**src/rtl/vga_timing_pkg.sv**
```systemverilog
// Shared VGA raster timing definitions: 640x480@60 defaults, phase encodings,
// sync polarity values and the phase-advance helper used by both phase FSMs.
package vga_timing_pkg;

  localparam int DEF_H_ACTIVE = 640;
  localparam int DEF_H_FP     = 16;
  localparam int DEF_H_SYNC   = 96;
  localparam int DEF_H_BP     = 48;
  localparam int DEF_V_ACTIVE = 480;
  localparam int DEF_V_FP     = 10;
  localparam int DEF_V_SYNC   = 2;
  localparam int DEF_V_BP     = 33;
  localparam int DEF_H_TOTAL  = DEF_H_ACTIVE + DEF_H_FP + DEF_H_SYNC + DEF_H_BP;
  localparam int DEF_V_TOTAL  = DEF_V_ACTIVE + DEF_V_FP + DEF_V_SYNC + DEF_V_BP;

  localparam logic SYNC_ACTIVE_LOW  = 1'b0;
  localparam logic SYNC_ACTIVE_HIGH = 1'b1;

  typedef enum logic [1:0] {
    PH_ACTIVE = 2'd0,
    PH_FP     = 2'd1,
    PH_SYNC   = 2'd2,
    PH_BP     = 2'd3
  } phase_t;

  typedef struct packed {
    phase_t h;
    phase_t v;
  } phase_dbg_t;

  // Phase after the counter advances from cnt; a phase ends on its last count.
  function automatic phase_t phase_step(phase_t ph, int cnt, int active,
                                        int fp, int sync, int total);
    phase_t nxt;
    nxt = ph;
    case (ph)
      PH_ACTIVE: if (cnt == active - 1)             nxt = PH_FP;
      PH_FP:     if (cnt == active + fp - 1)        nxt = PH_SYNC;
      PH_SYNC:   if (cnt == active + fp + sync - 1) nxt = PH_BP;
      PH_BP:     if (cnt == total - 1)              nxt = PH_ACTIVE;
      default:                                      nxt = PH_ACTIVE;
    endcase
    return nxt;
  endfunction

endpackage

```
**src/rtl/pix_tick_div.sv**
```systemverilog
// Clock-enable divider: tick is high for one clk out of every CLK_DIV clks.
module pix_tick_div #(
  parameter int CLK_DIV = 2
) (
  input  logic clk,
  input  logic rst,
  output logic tick
);

  localparam int DW = (CLK_DIV > 1) ? $clog2(CLK_DIV) : 1;
  localparam logic [DW-1:0] LAST = DW'(CLK_DIV - 1);

  logic [DW-1:0] div_cnt;

  always_ff @(posedge clk or posedge rst) begin
    if (rst)                  div_cnt <= '0;
    else if (div_cnt == LAST) div_cnt <= '0;
    else                      div_cnt <= div_cnt + DW'(1);
  end

  // With CLK_DIV=1, LAST is 0 and the counter never leaves it: tick every clk.
  assign tick = (div_cnt == LAST);

endmodule

```
**src/rtl/vga_sync_gen.sv**
```systemverilog
// VGA raster timing generator: h/v counters with phase FSMs; every output is
// registered from next-state values so coordinates, enables and syncs align.
module vga_sync_gen
  import vga_timing_pkg::*;
#(
  parameter int   H_ACTIVE = DEF_H_ACTIVE,
  parameter int   H_FP     = DEF_H_FP,
  parameter int   H_SYNC   = DEF_H_SYNC,
  parameter int   H_BP     = DEF_H_BP,
  parameter int   V_ACTIVE = DEF_V_ACTIVE,
  parameter int   V_FP     = DEF_V_FP,
  parameter int   V_SYNC   = DEF_V_SYNC,
  parameter int   V_BP     = DEF_V_BP,
  parameter logic SYNC_POL = SYNC_ACTIVE_LOW,
  parameter int   CLK_DIV  = 2,
  parameter int   CNT_W    = 10
) (
  input  logic             clk,
  input  logic             rst,
  output logic             pix_tick,
  output logic             hsync,
  output logic             vsync,
  output logic             dena,
  output logic [CNT_W-1:0] pixel_x,
  output logic [CNT_W-1:0] pixel_y,
  output logic             line_start,
  output logic             frame_start,
  output phase_dbg_t       phase_dbg
);

  localparam int H_TOTAL = H_ACTIVE + H_FP + H_SYNC + H_BP;
  localparam int V_TOTAL = V_ACTIVE + V_FP + V_SYNC + V_BP;
  localparam logic [CNT_W-1:0] H_LAST = CNT_W'(H_TOTAL - 1);
  localparam logic [CNT_W-1:0] V_LAST = CNT_W'(V_TOTAL - 1);

  logic             tick;
  logic [CNT_W-1:0] h, v, h_nxt, v_nxt;
  logic             h_wrap, v_wrap;
  phase_t           h_ph, v_ph, h_ph_nxt, v_ph_nxt;

  pix_tick_div #(.CLK_DIV(CLK_DIV)) u_div (
    .clk  (clk),
    .rst  (rst),
    .tick (tick)
  );

  always_comb begin
    h_nxt    = h;
    v_nxt    = v;
    h_wrap   = 1'b0;
    v_wrap   = 1'b0;
    h_ph_nxt = h_ph;
    v_ph_nxt = v_ph;
    if (tick) begin
      h_ph_nxt = phase_step(h_ph, 32'(h), H_ACTIVE, H_FP, H_SYNC, H_TOTAL);
      if (h == H_LAST) begin
        h_nxt    = '0;
        h_wrap   = 1'b1;
        v_ph_nxt = phase_step(v_ph, 32'(v), V_ACTIVE, V_FP, V_SYNC, V_TOTAL);
        if (v == V_LAST) begin
          v_nxt  = '0;
          v_wrap = 1'b1;
        end else begin
          v_nxt = v + CNT_W'(1);
        end
      end else begin
        h_nxt = h + CNT_W'(1);
      end
    end
  end

  // Counters start on the last position so the first tick lands on (0,0).
  always_ff @(posedge clk or posedge rst) begin
    if (rst) begin
      h    <= H_LAST;
      v    <= V_LAST;
      h_ph <= PH_BP;
      v_ph <= PH_BP;
    end else begin
      h    <= h_nxt;
      v    <= v_nxt;
      h_ph <= h_ph_nxt;
      v_ph <= v_ph_nxt;
    end
  end

  always_ff @(posedge clk or posedge rst) begin
    if (rst) begin
      pix_tick    <= 1'b0;
      hsync       <= ~SYNC_POL;
      vsync       <= ~SYNC_POL;
      dena        <= 1'b0;
      pixel_x     <= '0;
      pixel_y     <= '0;
      line_start  <= 1'b0;
      frame_start <= 1'b0;
    end else begin
      pix_tick    <= tick;
      line_start  <= h_wrap;
      frame_start <= h_wrap & v_wrap;
      if (tick) begin
        pixel_x <= h_nxt;
        pixel_y <= v_nxt;
        dena    <= (h_ph_nxt == PH_ACTIVE) && (v_ph_nxt == PH_ACTIVE);
        hsync   <= (h_ph_nxt == PH_SYNC) ? SYNC_POL : ~SYNC_POL;
        vsync   <= (v_ph_nxt == PH_SYNC) ? SYNC_POL : ~SYNC_POL;
      end
    end
  end

  assign phase_dbg = '{h: h_ph, v: v_ph};

endmodule

```
**config.mk**
```make
export PLATFORM = sky130hd
export DESIGN_NAME = vga_sync_gen
export DESIGN_NICKNAME = d
export VERILOG_FILES = /design/src/rtl/vga_timing_pkg.sv /design/src/rtl/pix_tick_div.sv /design/src/rtl/vga_sync_gen.sv
export SDC_FILE = /design/constraint.sdc
export NUM_CORES = 1
export LEC_CHECK = 0
export ABC_AREA = 1
export CAP_MARGIN = 20
export CORE_MARGIN = 3
export CORE_UTILIZATION = 63
export CTS_CLUSTER_DIAMETER = 120
export DETAILED_ROUTE_END_ITERATION = 10
export DONT_BUFFER_PORTS = 1
export PLACE_DENSITY = 0.88
export SLEW_MARGIN = 25
export SYNTH_ARGS = -nofsm -noshare
export SYNTH_HDL_FRONTEND = slang
export SYNTH_SLANG_ARGS = --single-unit
export TNS_END_PERCENT = 20
```
**constraint.sdc**
```tcl
create_clock -name clk -period 2 [get_ports clk]
set_clock_uncertainty 0.05 [all_clocks]
set_input_delay 0.3 -clock clk [delete_from_list [all_inputs] [get_ports clk]]
set_output_delay 0.3 -clock clk [all_outputs]
set_load 0.05 [all_outputs]
```
Word-level counts from Yosys, hierarchy flattened
Index checks and enable logic that the tools add are counted.
{ "totals": {"ff_bits": 51} }
{ "op_classes": {"n_addsub": 3, "n_bitwise": 1, "n_reduce_logical": 5, "eq_ne": 18, "mux": 26} }
{ "op_table": {"columns": ["cell", "count"], "rows": [
  ["10-bit == test, second input constant", 9],
  ["10-bit 2-to-1 mux", 5],
  ["2-bit 2-to-1 mux", 11],
  ["10-bit by 1-bit adder with 10-bit output, second input constant", 2],
  ["2-bit case mux with 4 select lines", 2],
  ["2-bit == test, second input constant", 6],
  ["10-bit by 9-bit == test with 1-bit output, second input constant", 1],
  ["2-bit logical NOT", 4],
  ["1-bit 2-to-1 mux", 8],
  ["2-bit by 1-bit == test with 1-bit output, second input constant", 2],
  ["1-bit adder, second input constant", 1],
  ["1-bit bitwise AND", 1],
  ["1-bit logical AND", 1]
]} }

Logic depth before layout (Yosys ltp)
{ "logic_depth": {"depth_word": 7, "depth_mapped": 12, "ltp_nobuf": 11} }

Cells and area by module
A second synthesis with hierarchy kept.
{ "unflattened": {"hier_cells": 330, "hier_area_um2": 2632.5} }
{ "modules_own_cells": {"columns": ["mod", "area_per_inst_um2", "seq_area_each_um2", "cells_each", "n_inst"], "rows": [
  ["vga_sync_gen", 2600.0, 1271.2, 327, 1],
  ["pix_tick_div", 32.5, 25.0, 3, 1]
]} }

Worst setup path after synthesis
OpenSTA, ideal clock, no wires.
{ "synth_path": {"path_type": "reg2reg", "from": "register h[1]", "to": "register v[6]", "arrival_ns": 1.572, "path_buffers": 0, "path_stages_with_launch": 10, "synth_period_minus_slack_ns": 1.745, "t_required_ns": 1.827, "slack_ns": 0.255, "path_cell_list": "dfstp_2 ha_1 nand3_4 nor2_8 nand2_4 nor2_4 nand2_1 o21a_1 nand2_1 o21ai_1"} }
{ "synth_between": {"elab_chain_cells": 3} }
{ "synth_rtl": {"columns": ["item", "line_no", "rtl"], "rows": [
  ["start, declared", "vga_sync_gen.sv:37", "logic [CNT_W-1:0] h, v, h_nxt, v_nxt;"],
  ["start signal, assigned", "vga_sync_gen.sv:80", "h <= h_nxt;"],
  ["10-bit == test", "vga_sync_gen.sv:56", "if (h == H_LAST) begin"],
  ["10-bit 2-to-1 mux", "vga_sync_gen.sv:56", null],
  ["10-bit 2-to-1 mux", "vga_sync_gen.sv:54", "if (tick) begin"],
  ["via v_nxt[6]", "vga_sync_gen.sv:37", null],
  ["end signal, assigned", "vga_sync_gen.sv:81", "v <= v_nxt;"],
  ["end, declared", "vga_sync_gen.sv:37", null]
]} }
The timed path passes the listed nets, and every way through them passes these cells.
A chain may end at the register's enable or synchronous reset.

Worst setup path in the final report
{ "layout_path": {"from": "register v[1]", "to": "register v[6]"} }
{ "layout_between": {"elab_chain_cells": 4} }
{ "layout_rtl": {"columns": ["item", "line_no", "rtl"], "rows": [
  ["10-bit by 1-bit adder with 10-bit output / 10-bit == test (equally long branches)", "vga_sync_gen.sv:64, vga_sync_gen.sv:60", null],
  ["10-bit 2-to-1 mux *", "vga_sync_gen.sv:60", "if (v == V_LAST) begin"],
  ["10-bit 2-to-1 mux *", "vga_sync_gen.sv:56", null],
  ["10-bit 2-to-1 mux *", "vga_sync_gen.sv:54", null],
  ["via v_nxt[6]", "vga_sync_gen.sv:37", null]
]} }
Mark *: on every way through the listed nets, which the timed path passes. The rest lies on a longest branch.

==> summary.md <==
| Metric | Value |
|---|---|
| Synthesized area | 2700 um2 |
| WP data arrival | 1.99 ns |
| Total negative slack | 0 ns |
| MaxCap Viol Count | 0 |
| Power Dens Cells | 598 nW/um2 |
| Fmax | 543 MHz |
| Register area | 1300 um2 |
| Seq/Total Area, Yosys | 0.479 |
| Worst slew pin tran | 0.489 ns |
| Crit path kind | flip-flop to flip-flop |
| Clock buffer depth | 2 |
| Register clock-pin slew on the reported worst setup and hold paths | 0.09 ns |
| CTS Sinks | 51 |
| Max-Slew Margin vs Limit | 0.674 |
| R2R setup slack | 0.16 ns |
| Core box area | 4060 um2 |
| H-Tree Depth | 2 |
| Final weighted congestion in routability-driven placement | 0.920 |
| Met2 GRT Util | 0.374 |
| Final #Nets | 368 |
| FP Rows | 23 |
| CP endpoint kind | flip-flop |
| DR DRC count | 0 |
| Final hold violation count | 0 |
| Met1 Use GR | 0.337 |
| Required @ worst endpoint | 2.14 ns |
| CTS tree | done |
| RSZ-0062 raised after global routing | false |
| Design Area, Final | 2990 um2 |
| Final wirelength | 5860 um |
| # setup viols final | 0 |
| Antenna Cells | 0 |
| DRT iter0 DRCs | 186 |
| Area growth syn-to-layout | 10.7% |
| Die area | 5110 um2 |
| Yosys Warn Count | 0 |
| Leakage power total | 1.45 nW |
| Final number of max-transition violations | 0 |
| Width of the die | 71.5 um |
| Drt first pass iters | 5 |
| Via count of the first global-routing pass | 2260 |
| M3 GR Usage | 0.0701 |
| Initial antenna violation count | 0 |
| GRT Util Overall | 0.247 |
| Post-Syn Nets | 355 |
| Tcrit/Tclk final | 0.921 |
| Chip height | 71.5 um |
| Fin util | 0.738 |
| # IOs | 32 |
| DP Area | 2840 um2 |
| Via/cell ratio | 5.65 |
| RR Startpoint | v[1] |
| Synth Register Bits | 51 |
| Crit path max fanout | 5 |
| Grt ovf | 0 |
| Avg WL per Cell | 14.2 um |
| Routed vias | 2333 |
| Layout cells sized above 1 | 0.163 |
| Hold Crit Class | input port to async pin |
| Gr busiest metal | met2 |
| Latest clock arrival within the worst-skew pair | 0.30 ns |
| Startpoint Class | flip-flop |
| Starting density of the core | 0.666 |
| FF-to-FF path depth | 10 |
| DP HPWL | 4270 um |
| Minimum clock period | 1.84 ns |
| VDD IR-drop max | 0.000397 V |
| Multi-input logic area | 1240 um2 |
| Post-Syn Area per Cell | 7.75 um2 |
| IO buf count | 0 |
| RR Endpoint | v[6] |
| Largest net degree at the start of global routing | 32 |
| First-pass GRT wire length | 10000 um |
| Filler instances | 299 |
| Netlist cell types | 29 |
| Root buf cell | clkbuf_8 |
| Hold slack final | 0.406 ns |
| Cells after Synth | 349 |
| Status | finished clean |
| TritonCTS Buffers | 5 |
| Post-route ant nets | 0 |
| Post-route total power | 1.79 mW |
[report_power, final]
part           switching (mW)  total (mW)  leakage (nW)  internal, mW
combinational          0.0195      0.0249         0.750       0.00542
sequential                  0        1.03         0.637          1.03
clock                   0.329       0.734        0.0612         0.405
total                   0.349        1.79          1.45          1.44
[what timing repair did]
action,4_1_cts,5_1_grt
endpoints found under the setup margin,0,10
resized for setup,0,3
hold buffers,1,0
buffers inserted,0,1
endpoints found under the hold margin,12,0
[flip-flops by register name, summed over array words and instances (netlist names)]
name         flops
h               10
pixel_x         10
pixel_y         10
v               10
h_ph             2
v_ph             2
dena             1
frame_start      1
hsync            1
line_start       1
pix_tick         1
u_div.tick       1
vsync            1
[logic make-up (layout without fill, tap and decap cells)]
logic type      after synthesis  count (layout)  synth area share
simple gates                209             209             0.358
flops                        51              51             0.479
buf+inv                      48              62            0.0689
compound gates               34              34            0.0657
fa+ha+maj                     4               4            0.0185
xor+xnor                      3               3           0.00972
[synthesized netlist by cell type]
master / n / area, um2
nand2_1: 115 / 432
dfrtp_1: 35 / 876
inv_1: 34 / 128
nand3_1: 34 / 170
nor2_1: 30 / 113
o21ai_0: 18 / 90.1
dfstp_2: 16 / 420
nand4_1: 10 / 62.6
o21ai_1: 8 / 40.0
a21oi_1: 5 / 25.0
buf_2: 5 / 25.0
ha_1: 4 / 50.1
nor2_4: 4 / 45.0
nor3_1: 4 / 20.0
buf_1: 3 / 11.3
inv_2: 3 / 11.3
xor2_1: 3 / 26.3
clkbuf_1: 2 / 7.51
nand2_2: 2 / 12.5
nand3_4: 2 / 35.0
nor4_1: 2 / 12.5
o21a_1: 2 / 15.0
or2_2: 2 / 12.5
and2_4: 1 / 8.76
clkinv_1: 1 / 3.75
nand2_4: 1 / 11.3
nor2_8: 1 / 20.0
nor3b_2: 1 / 12.5
o211ai_1: 1 / 7.51
[worst max-delay path by stage]
stage,from,slack (ns),endpoint,cells past startpoint
6_report,v[1],0.16,v[6],10
4_1_cts,h[1],0.08,v[6],9
3_5_place_dp,h[1],0.09,v[6],9
2_1_floorplan,h[1],0.25,v[6],9
5_1_grt,h[1],0.01,v[6],9
3_3_place_gp,h[1],0.15,v[1],9
[critical path, cell delays in order, from the launching register on]
cell and delay [ns]:
dfrtp_1 0.43, inv_1 0.12, ha_1 0.17, nand2_1 0.06
nor2_1 0.20, nand3_2 0.20, nor2_1 0.14, nor2_1 0.10
o21a_1 0.12, nand2_1 0.09, o21ai_1 0.07
[per-stage QoR]
| stage | worst slack [ns] | cells |
|---|---|---|
| global placement | 0.155 | 403 |
| floorplan | 0.255 | 349 |
| finish | 0.158 | 413 |
| detailed placement | 0.0880 | 403 |
| CTS | 0.0770 | 412 |
| global route | 0.0104 | 413 |
[cell type report]
class,count,area share
Multi-Input combinational cell,250,0.414
Clock inverter,2,0.0117
Tap cell,50,0.0209
Sequential cell,51,0.433
Clock buffer,6,0.0276
Timing Repair Buffer,16,0.0452
Inverter,38,0.0477
[cell usage in the layout, fill, tap and decap left out, drive strengths merged]
| cell | Yosys | routed |
|---|---|---|
| a21oi | 5 | 5 |
| inv | 37 | 37 |
| nand2 | 118 | 118 |
| buf | 8 | 15 |
| nor3 | 4 | 4 |
| nand3 | 36 | 36 |
| nor4 | 2 | 2 |
| nor2 | 35 | 35 |
| clkbuf | 2 | 6 |
| and2 | 1 | 1 |
| bufinv | 0 | 1 |
| o211ai | 1 | 1 |
| nand4 | 10 | 10 |
| dfstp | 16 | 16 |
| xor2 | 3 | 3 |
| dlygate4sd3 | 0 | 1 |
| clkinv | 1 | 2 |
| o21a | 2 | 2 |
| o21ai | 26 | 26 |
| dfrtp | 35 | 35 |
| nor3b | 1 | 1 |
| or2 | 2 | 2 |
| ha | 4 | 4 |
[per-layer routing]
metal,up-vias,share of wire
met5,-,0
li1,1139,-
met4,0,0.023
met3,18,0.074
met1,1077,0.44
met2,99,0.46
(Power assumes the default switching activity.)
